<file path="src/rtl/ps2_multi_dir_decoder.sv">
// ps2_multi_dir_decoder: turns the ps2_keyboard byte stream into per-player
// direction registers, change pulses and held-key flags for game_logic.
//
// Ports:
//   clock        in   system clock (CLOCK_50 domain)
//   reset_n      in   asynchronous active-low reset
//   ps2_code_new in   one-cycle strobe, ps2_code valid
//   ps2_code     in   received scancode byte
//   enable       in   1 = direction updates allowed
//   restart      in   synchronous reload of INIT_DIR, clears held keys
//   dir          out  per-player direction, UP=0 DOWN=1 LEFT=2 RIGHT=3
//   dir_change   out  one-cycle pulse per player on a direction change
//   key_held     out  per-key held flags, bit 4p+3 = UP .. bit 4p = RIGHT
//   unknown_key  out  one-cycle pulse when a make code matches no key
module ps2_multi_dir_decoder #(
    parameter int                         NUM_PLAYERS    = 2,
    parameter logic [32*NUM_PLAYERS-1:0]  KEYMAP         =
        {8'h75, 8'h72, 8'h6B, 8'h74, 8'h1D, 8'h1B, 8'h1C, 8'h23},
    parameter logic [4*NUM_PLAYERS-1:0]   EXTMASK        = 8'b1111_0000,
    parameter logic [2*NUM_PLAYERS-1:0]   INIT_DIR       = {2'd0, 2'd3},
    parameter bit                         REJECT_REVERSE = 1'b1
) (
    input  logic                       clock,
    input  logic                       reset_n,
    input  logic                       ps2_code_new,
    input  logic [7:0]                 ps2_code,
    input  logic                       enable,
    input  logic                       restart,
    output logic [2*NUM_PLAYERS-1:0]   dir,
    output logic [NUM_PLAYERS-1:0]     dir_change,
    output logic [4*NUM_PLAYERS-1:0]   key_held,
    output logic                       unknown_key
);

    localparam int NK = 4 * NUM_PLAYERS;

    localparam logic [1:0] S_IDLE    = 2'd0;
    localparam logic [1:0] S_EXT     = 2'd1;
    localparam logic [1:0] S_BRK     = 2'd2;
    localparam logic [1:0] S_EXT_BRK = 2'd3;

    logic [1:0]               state;
    logic [1:0]               state_nxt;
    logic                     is_make;
    logic                     is_brk;
    logic                     ext;
    logic                     byte_ignored;
    logic [NK-1:0]            hit;
    logic [NK-1:0]            held_nxt;
    logic [2*NUM_PLAYERS-1:0] dir_nxt;
    logic [NUM_PLAYERS-1:0]   chg_nxt;
    logic                     unknown_nxt;

    // Keyboard housekeeping bytes (ACK, BAT, echo, resend, errors) and the
    // Pause prefix never reach the key decoder.
    always_comb begin
        byte_ignored = (ps2_code == 8'hFA) || (ps2_code == 8'hAA) ||
                       (ps2_code == 8'hEE) || (ps2_code == 8'hFE) ||
                       (ps2_code == 8'h00) || (ps2_code == 8'hFF) ||
                       (ps2_code == 8'hE1);
    end

    always_comb begin
        state_nxt = state;
        is_make   = 1'b0;
        is_brk    = 1'b0;
        ext       = 1'b0;
        if (ps2_code_new) begin
            unique case (state)
                S_IDLE: begin
                    unique case (1'b1)
                        (ps2_code == 8'hE0): state_nxt = S_EXT;
                        (ps2_code == 8'hF0): state_nxt = S_BRK;
                        byte_ignored:        state_nxt = S_IDLE;
                        default:             is_make   = 1'b1;
                    endcase
                end
                S_EXT: begin
                    unique case (1'b1)
                        (ps2_code == 8'hF0): state_nxt = S_EXT_BRK;
                        (ps2_code == 8'hE0): state_nxt = S_EXT;
                        default: begin
                            is_make   = 1'b1;
                            ext       = 1'b1;
                            state_nxt = S_IDLE;
                        end
                    endcase
                end
                S_BRK: begin
                    is_brk    = 1'b1;
                    state_nxt = S_IDLE;
                end
                default: begin
                    is_brk    = 1'b1;
                    ext       = 1'b1;
                    state_nxt = S_IDLE;
                end
            endcase
        end
    end

    // Key k of player p lives at KEYMAP byte 32p+31-8k and flag bit 4p+3-k.
    always_comb begin
        hit = '0;
        for (int p = 0; p < NUM_PLAYERS; p++) begin
            for (int k = 0; k < 4; k++) begin
                hit[4*p+3-k] =
                    (ps2_code == KEYMAP[32*p+31-8*k -: 8]) &&
                    (ext == EXTMASK[4*p+3-k]);
            end
        end
    end

    always_comb begin
        held_nxt = key_held;
        if (is_make) begin
            held_nxt = key_held | hit;
        end else if (is_brk) begin
            held_nxt = key_held & ~hit;
        end
    end

    assign unknown_nxt = is_make && (hit == '0);

    always_comb begin
        logic [1:0] cand;
        logic [1:0] cur;
        logic       cand_vld;
        dir_nxt = dir;
        chg_nxt = '0;
        for (int p = 0; p < NUM_PLAYERS; p++) begin
            cand     = 2'd0;
            cand_vld = 1'b0;
            // Descending scan so the lowest k (UP first) wins a duplicate map.
            for (int k = 3; k >= 0; k--) begin
                if (hit[4*p+3-k]) begin
                    cand     = 2'(k);
                    cand_vld = 1'b1;
                end
            end
            cur = dir[2*p +: 2];
            if (is_make && enable && cand_vld && (cand != cur) &&
                !(REJECT_REVERSE && (cand == (cur ^ 2'b01)))) begin
                dir_nxt[2*p +: 2] = cand;
                chg_nxt[p]        = 1'b1;
            end
        end
    end

    always_ff @(posedge clock or negedge reset_n) begin
        if (!reset_n) begin
            state       <= S_IDLE;
            dir         <= INIT_DIR;
            dir_change  <= '0;
            key_held    <= '0;
            unknown_key <= 1'b0;
        end else if (restart) begin
            state       <= S_IDLE;
            dir         <= INIT_DIR;
            dir_change  <= '0;
            key_held    <= '0;
            unknown_key <= 1'b0;
        end else begin
            state       <= state_nxt;
            dir         <= dir_nxt;
            dir_change  <= chg_nxt;
            key_held    <= held_nxt;
            unknown_key <= unknown_nxt;
        end
    end

endmodule

</file>
<file path="config.mk">
export PLATFORM = sky130hd
export DESIGN_NAME = ps2_multi_dir_decoder
export DESIGN_NICKNAME = d
export VERILOG_FILES = /design/src/rtl/ps2_multi_dir_decoder.sv
export SDC_FILE = /design/constraint.sdc
export NUM_CORES = 1
export LEC_CHECK = 0
export ABC_AREA = 1
export BUFFER_PORTS_ARGS = -buffer_cell sky130_fd_sc_hd__buf_2
export CAP_MARGIN = 10
export CORE_MARGIN = 4
export CORE_UTILIZATION = 30
export DETAILED_ROUTE_END_ITERATION = 6
export GPL_TIMING_DRIVEN = 0
export PLACE_DENSITY_LB_ADDON = 0.1
export SYNTH_ARGS = -nofsm -noshare
export SYNTH_HDL_FRONTEND = slang
export SYNTH_SLANG_ARGS = --single-unit
export TNS_END_PERCENT = 5
</file>
<file path="constraint.sdc">
create_clock -name clock -period 1.6 [get_ports clock]
set_clock_uncertainty 0.2 [all_clocks]
set_input_delay 0.16 -clock clock [delete_from_list [all_inputs] [get_ports clock]]
set_output_delay 0.16 -clock clock [all_outputs]
set_load 0.005 [all_outputs]
</file>
Word-level counts from Yosys, hierarchy flattened. Cells that the tools add are included.

Equality and inequality tests: 23. Multiplexer cells: 39. Bitwise gates (word level): 6. Reduce and logical (&&, ||, !) cells: 36.

Operator list (number): $eq 8x8->1 const B (8); $eq 8x7->1 const B (4); $mux 2 (13); $eq 8x5->1 const B (3); $mux 8 (3); $mux 1 (17); $logic_and 1x1->1 (16); $logic_not 8->1 (2); $and 8x8->8 (1); $eq 8x6->1 const B (1); $not 8->8 (1); $or 8x8->8 (1); $pmux 2 s2 (2); $logic_or 1x1->1 (6); $pmux 2 s3 (1); $reduce_bool 2->1 (3); $reduce_or 2->1 (3); $ne 5x5->1 const B (1); $eq 2x2->1 (2); $mux 4 (1); $ne 2x2->1 (2); $pmux 1 s2 (2); $not 1->1 (3); $reduce_bool 3->1 (1); other kinds (6) (7).

Bits in registers: 17. Bits of input ports: 13. Output and inout bits: 15. Word-level logic and storage cells: 110.

Logic depth before layout (Yosys ltp). Gate-level depths: netlist of the first run.

Depth in word-level cells: 17. Gate-level depth with buffers: 13. Mapped depth without buffers: 13.

Least setup slack after synthesis of the first run. Ideal clock, no wire load.

Path kind: register to register. From: register state[1]. To: register dir[0]. Library setup time: 60 ps. Arrival time: 1267 ps. Data required time: 1340 ps. Path slack: 73 ps. Stages on the path, launching flop included: 12. Path buffers: 0. Clock period less this slack: 1527 ps. Path through: dfrtp_1 > inv_1 > nand3_4 > nand2_8 > nand2_2 > nand2_2 > nand2_2 > nand2_2 > nand4_4 > nand2_2 > nand2_1 > nand2_1.

Longest elaborated chain between the ends: 14. Elaborated cells between the ends (all ways): 31. Those cells by class: eq/ne: 4; mux: 14; bitwise: 1; reduce/logical: 12.

RTL lines: start: declaration (RTL line 42) `logic [1:0] state;`; start signal: assignment (RTL line 164) `state <= state_nxt;`; $eq 2x2->1 or $logic_not 2->1 (tied branches) (RTL line 69) `unique case (state)`; $reduce_or 2->1 (no line); $pmux 1 s2 (RTL line 69); $mux 1 (RTL line 68) `if (ps2_code_new) begin`; $not 1->1 (RTL line 109) `(ext == EXTMASK[4*p+3-k]);`; $logic_and 1x1->1 (RTL line 108) `(ps2_code == KEYMAP[32*p+31-8*k -: 8]) &&`; $mux 2 or $mux 1 (tied branches) (4 in series) (RTL line 136) `if (hit[4*p+3-k]) begin`; $ne 2x2->1, or another cell as far along (RTL line 142) `if (is_make && enable && cand_vld && (cand != cur) &&`; $logic_and 1x1->1 or $logic_not 1->1 (tied branches) (RTL line 142, 143); $logic_and 1x1->1 (RTL line 142); $reduce_bool 2->1 (no line); end signal: assignment (RTL line 165) `dir <= dir_nxt;`; end: declaration (RTL line 29) `output logic [2*NUM_PLAYERS-1:0] dir,`.

Parallel ways exist; a longest one is shown, timed or not. The select of a mux whose other input is x is not followed. A chain may end at the register's enable or synchronous reset.

Worst setup path in the final report of the first run.
From: register state[1]. To: register dir[1].

The elaborated chain is that of the path after synthesis.

==> results of run 1 <==
[cell type report]
cell class | instances | area share
Clock buffer | 4 | 0.0278
Inverter | 31 | 0.0732
Tap cell | 50 | 0.0386
Buffer | 2 | 0.00771
Multi-Input combinational cell | 139 | 0.473
Timing Repair Buffer | 33 | 0.116
Sequential cell | 17 | 0.264
[Yosys cell counts, types with 2 or more instances]
cell,n
a21oi_1,12
nand3_1,17
nand2_2,11
inv_2,8
dfrtp_1,15
o21ai_0,10
nor2_1,25
nor2_4,2
inv_1,22
nand2_1,43
nor2_2,3
nand4_1,4
dfstp_2,2
nand2_4,3
nor3_1,4
[worst max-delay path: cells and delay by family (launching register included)]
family | cells | cell delay [ns]
simple gates | 10 | 0.90
buf+inv | 1 | 0.09
flops | 1 | 0.40
[logic make-up after synthesis]
family / after synthesis / share of synthesized area
simple gates: 117 / 0.475
buf+inv: 33 / 0.101
compound gates: 22 / 0.0866
flops: 17 / 0.337
[power by group]
| part | leakage, uW | internal [uW] | switching (uW) |
|---|---|---|---|
| logic | 0.000599 | 51.7 | 103 |
| registers | 0.000230 | 441 | 4.82 |
| clock network | 0.0000228 | 177 | 145 |
| total | 0.000852 | 669 | 252 |
[layout by cell type (no fill, tap or decap), types with 2 or more instances in the layout]
master,instances
inv_2,8
clkbuf_8,3
nand3_1,14
nand2_2,12
nand4_1,4
nor2_2,4
nand3_4,3
buf_4,6
nand2_4,4
o21ai_0,9
dfrtp_1,15
buf_2,27
dfstp_2,2
nor3_1,4
dlygate4sd3_1,2
nor2_1,24
inv_1,21
nand3_2,2
a21oi_1,11
nor2_4,2
nand2_1,41
[how the worst min path moves through the flow]
stage | cells past startpoint | endpoint
floorplan | 0 | dir[2]
CTS | 2 | dir_change[0]
global route | 3 | dir_change[0]
finish | 3 | dir_change[0]
detailed placement | 1 | key_held[7]
global placement | 1 | key_held[7]
[repair_timing]
item | in CTS | in global routing
hold endpoints to repair | 20 | 3
setup endpoints to repair | 10 | 13
buffers inserted | 3 | 2
pin swaps | 0 | 4
hold buffers | 1 | 1
resized for setup | 4 | 10
[metrics by stage]
step	std cells	area, um^2
floorplan	189	1270
global placement	265	1460
detailed placement	265	1460
CTS	273	1560
global route	276	1620
finish	276	1620
[sequential cells by signal, indices dropped and copies added (netlist names)]
name and count:
key_held 8, dir 4, dir_change 2, state 2, unknown_key 1
[per-layer routing]
metal | global-route usage | vias up | share of wire
met5 | 0 | - | 0
met4 | 0.0123 | 0 | 0.0053
met3 | 0.0331 | 2 | 0.034
met2 | 0.205 | 15 | 0.49
met1 | 0.172 | 579 | 0.47
li1 | - | 674 | -
==> results.sh, run 1 <==
export IMPL_outcome="complete, but fails checks"
export IMPL_violations="setup timing"
export IMPL_crit_path_end_kind="flop"
export IMPL_worst_ir_drop_vdd_mv=0.334
export IMPL_routabilityCongestion=0.778
export IMPL_crit_slowest_cell="dfrtp_1"
export IMPL_yosys_area_top_type="dfrtp_1"
export IMPL_grt_pass1_wl_mm=5.28
export IMPL_coreArea_mm2=0.00406
export IMPL_cp_cell_sequence="inv_2, nand3_4, nand2_8, nand2_2, nand2_2, nand2_2, nand2_2, nand4_4, nand2_2, nand2_1, nand2_1"
export IMPL_seqCellArea_um2=428
export IMPL_cts_max_level=1
export IMPL_setup_tns_ns=-0.128
export IMPL_hold_class="in2reg"
export IMPL_nFillCells=443
export IMPL_synthTopCellsByArea="dfrtp_1, nand2_1, nor2_1"
export IMPL_grt_ovfl_total=0
export IMPL_clock_sinks=17
export IMPL_min_delay_start="enable"
export IMPL_postRouteAntennaNets=0
export IMPL_synthArstFlopShare=1.00
export IMPL_ios=28
export IMPL_ys_seq_elements=17
export IMPL_die_h_um=73.1
export IMPL_startpoint_type="flop"
export IMPL_synth_edff_count=0
export IMPL_drc=0
export IMPL_whs_ns=0.0206
export IMPL_die_area_mm2=0.00534
export IMPL_final_core_util=0.400
export IMPL_rsz0062_at_grt="true"
export IMPL_cts_buffer_depth=2
export IMPL_critPathArrivalTime_ns=1.65
export IMPL_synth_warnings=0
export IMPL_synth_distinct_cells=23
export IMPL_syn_inst=189
export IMPL_num_vias=1270
export IMPL_grt_start_max_net_pins=18
export IMPL_fp_dieW_um=73.1
export IMPL_crit_required_ns=1.60
export IMPL_clock_fmax_mhz=603
export IMPL_avgSynthCellArea_um2=6.73
export IMPL_synth_top_area_share=0.295
export IMPL_crit_end="dir[1]"
export IMPL_syn_to_final_growth_pct=27.7
export IMPL_r2r_end="dir[1]"
export IMPL_synth_top_flop_cell="dfrtp_1"
export IMPL_finalCriticalPeriod_ns=1.66
export IMPL_multi_input_area_um2=768
export IMPL_syn_nets=202
export IMPL_period_share=1.04
export IMPL_layout_nets=240
export IMPL_vias_per_cell=4.60
export IMPL_slowest_delay_ns=0.40
export IMPL_r2r_cells=11
export IMPL_finalHoldViolCount=0
export IMPL_grt_pass1_vias=1182
export IMPL_fin_ws_ns=-0.0582
export IMPL_cts_made_buffers=3
export IMPL_tightest_slew_ns=0.386
export IMPL_num_rows=23
export IMPL_path_class="reg2reg"
export IMPL_finalPower_uw=922
export IMPL_dp_hpwl_mm=2.55
export IMPL_clkTransAtPathRegs_ns=0.07
export IMPL_cts_tree="yes"
export IMPL_p_per_area_mw_per_mm2=568
export IMPL_wl_per_cell_um=11.6
export IMPL_critPathMostFrequentCell="nand2_2"
export IMPL_slew_headroom=0.743
export IMPL_drt_pass1_iterations=4
export IMPL_synth_area_mm2=0.00127
export IMPL_maxCapViolCount=0
export IMPL_drtIter0Drc=72
export IMPL_track_usage=0.125
export IMPL_cp_startpoint="state[1]"
export IMPL_antenna_found_initial=0
export IMPL_rrSetupSlack_ns=-0.06
export IMPL_ys_seq_area_frac=0.337
export IMPL_root_buffer="clkbuf_8"
export IMPL_num_antenna_cells=0
export IMPL_drive_gt1_frac=0.341
export IMPL_cp_max_fo=7
export IMPL_numPortBuffers=26
export IMPL_drv_slew=0
export IMPL_p_leak_uw=0.000852
export IMPL_dp_slack_ns=-0.177
export IMPL_reg2reg_from="state[1]"
export IMPL_start_util=0.313
export IMPL_clk_latency_ns=0.25
export IMPL_setup_violations=4
export IMPL_routed_wirelength_mm=3.21
No activity file was read; power rests on OpenSTA's default activity.
==> run 2: changes to the inputs <==
--- a/config.mk
+++ b/config.mk
@@ -5,7 +5,6 @@
 export SDC_FILE = /design/constraint.sdc
 export NUM_CORES = 1
 export LEC_CHECK = 0
-export ABC_AREA = 1
 export BUFFER_PORTS_ARGS = -buffer_cell sky130_fd_sc_hd__buf_2
 export CAP_MARGIN = 10
 export CORE_MARGIN = 4
@@ -13,6 +12,7 @@
 export DETAILED_ROUTE_END_ITERATION = 6
 export GPL_TIMING_DRIVEN = 0
 export PLACE_DENSITY_LB_ADDON = 0.1
+export SLEW_MARGIN = 20
 export SYNTH_ARGS = -nofsm -noshare
 export SYNTH_HDL_FRONTEND = slang
 export SYNTH_SLANG_ARGS = --single-unit
==> run 2 against run 1 <==
  * The run still ends with setup timing left
  * Core utilization increased by 1.6 points
  * Area after synthesis decreased by 6.2%
  * First-iteration DRC count is 54% lower
  * Critical path type unchanged
==> results.sh, run 2 <==
export IMPL_fin_ws_ns=-0.382
export IMPL_syn_nets=147
export IMPL_grt_pass1_vias=1076
export IMPL_switching_share=0.272
export IMPL_p_comb_frac=0.173
export IMPL_min_delay_start="ps2_code_new"
export IMPL_synth_top_area_share=0.315
export IMPL_num_rows=22
export IMPL_path_class="reg2reg"
export IMPL_ios=28
export IMPL_wl_per_cell_um=15.2
export IMPL_synth_common_cells="dfrtp_1, nor2_1, a21oi_1, nand2_1, nand3_1"
export IMPL_maxCapViolCount=0
export IMPL_finalHoldViolCount=0
export IMPL_clock_fmax_mhz=504
export IMPL_track_usage=0.128
export IMPL_cts_buffer_depth=2
export IMPL_crit_path_end_kind="flop"
export IMPL_synth_area_mm2=0.00119
export IMPL_yosys_area_top_type="dfrtp_1"
export IMPL_grt_start_max_net_pins=18
export IMPL_drive_gt1_frac=0.345
export IMPL_crit_required_ns=1.53
export IMPL_ys_seq_elements=17
export IMPL_syn_inst=134
export IMPL_p_clk_frac=0.353
export IMPL_period_share=1.24
export IMPL_hold_class="in2reg"
export IMPL_placed_cell_area_mm2=0.00138
export IMPL_slew_headroom=0.712
export IMPL_p_per_area_mw_per_mm2=590
export IMPL_avgSynthCellArea_um2=8.90
export IMPL_routed_wirelength_mm=3.28
export IMPL_cts_max_level=1
export IMPL_violations="setup timing"
export IMPL_power_internal_uw=668
export IMPL_ys_seq_area_frac=0.359
export IMPL_root_buffer="clkbuf_8"
export IMPL_p_leak_uw=0.000665
export IMPL_clock_sinks=17
export IMPL_largestRegisters="key_held (8), dir (4)"
export IMPL_drt_pass1_iterations=4
export IMPL_syn_to_final_growth_pct=30.4
export IMPL_die_h_um=71.0
export IMPL_cts_made_buffers=3
export IMPL_nFillCells=398
export IMPL_setup_violations=6
export IMPL_synthTopCellsByArea="dfrtp_1, mux2i_1, dfstp_2"
export IMPL_critPathArrivalTime_ns=1.91
export IMPL_largest_reg_flops=8
export IMPL_outcome="complete, but fails checks"
export IMPL_die_area_mm2=0.00505
export IMPL_grt_pass1_wl_mm=5.16
export IMPL_finalInstanceArea_mm2=0.00156
export IMPL_start_util=0.319
export IMPL_grt_ovfl_total=0
export IMPL_instances_no_fill=216
export IMPL_regMostFlops="key_held"
export IMPL_worst_ir_drop_vdd_mv=0.398
export IMPL_clkTransAtPathRegs_ns=0.06
export IMPL_postRouteAntennaNets=0
export IMPL_yosysMostFrequentCell="dfrtp_1"
export IMPL_synthArstFlopShare=1.00
export IMPL_cts_setup_buffers=0
export IMPL_finalCriticalPeriod_ns=1.98
export IMPL_numPortBuffers=26
export IMPL_antenna_found_initial=0
export IMPL_setup_tns_ns=-1.10
export IMPL_synth_top_flop_cell="dfrtp_1"
export IMPL_drc=0
export IMPL_layout_nets=182
export IMPL_mostFrequentLayoutCell="buf_2"
export IMPL_startpoint_type="flop"
export IMPL_dp_cells=208
export IMPL_hold_depth=3
export IMPL_dp_hpwl_mm=2.41
export IMPL_switching_power_uw=249
export IMPL_reg2reg_from="dir[3]"
export IMPL_cp_startpoint="dir[3]"
export IMPL_synth_distinct_cells=40
export IMPL_num_antenna_cells=0
export IMPL_coreArea_mm2=0.00374
export IMPL_num_vias=1138
export IMPL_drtIter0Drc=33
export IMPL_drv_slew=0
export IMPL_rsz0062_at_grt="true"
export IMPL_seqPwrFrac=0.475
export IMPL_routabilityCongestion=0.970
export IMPL_clk_latency_ns=0.25
export IMPL_cp_max_fo=5
export IMPL_cts_tree="yes"
export IMPL_fp_dieW_um=71.0
export IMPL_final_core_util=0.415
export IMPL_whs_ns=0.108
export IMPL_r2r_cells=5
export IMPL_synth_edff_count=0
export IMPL_synth_warnings=0
export IMPL_vias_per_cell=5.27
export IMPL_final_cell_mix="buf_2, dfrtp_1, nor2_1"
export IMPL_tightest_slew_ns=0.433
-- run 2: logic make-up after synthesis --
group           synth area share
flops                      0.359
xor+xnor                  0.0147
buf+inv                   0.0483
simple gates               0.314
compound gates             0.214
mux                       0.0504
-- run 2: power groups by stage --
| stage | Combinational [uW] | Sequential (uW) | Clock (uW) |
|---|---|---|---|
| 6_report | 158 | 435 | 323 |
| 5_1_grt | 175 | 435 | 359 |
| 4_1_cts | 148 | 434 | 340 |
| 3_5_place_dp | 135 | 442 | 0 |
| 3_3_place_gp | 135 | 442 | 0 |
| 2_1_floorplan | 77.6 | 443 | 0 |
-- run 2: what timing repair did --
item                                    4_1_cts  5_1_grt
endpoints found under the setup margin       14       14
resized for setup                             6       14
hold buffers                                  4        0
hold endpoints to repair                     20        0
pin swaps                                     0        5
-- run 2: through the flow --
| stage | power [uW] | worst slack (ns) |
|---|---|---|
| floorplan | 520 | -0.270 |
| global placement | 577 | -0.521 |
| detailed placement | 577 | -0.563 |
| CTS | 923 | -0.413 |
| global route | 969 | -0.503 |
| finish | 917 | -0.382 |
-- run 2: final cells by class --
cell class	count	area, um^2	area share
multi-input combinational	105	792	0.509
inverter	5	18.8	0.0121
timing repair buffer	30	170	0.109
clock buffer	4	45.0	0.0290
sequential	17	430	0.277
tap	48	60.1	0.0386
buffer	7	38.8	0.0249
-- run 2: final timing paths --
path	to	slack (ns)
max	dir[2]	-0.38
max reg2reg	dir[2]	-0.38
min in group asynchronous	dir_change[1]	0.15
min	state[1]	0.11
max in group asynchronous	dir[1]	0.74
min reg2reg	dir[0]	0.31
-- run 2: layer usage --
metal  vias up  track usage  part of all wire
li1        580            -                 -
met1       527        0.180              0.45
met2        29        0.196              0.49
met3         2       0.0369             0.051
met4         0       0.0271            0.0043
met5         -            0                 0
-- run 2: worst max-delay path: stages, from the launching register on --
cell and delay (ns):
dfrtp_2 0.44, xor2_1 0.15, or3b_4 0.39, a2111oi_4 0.38
mux2i_1 0.23, nor2_1 0.05
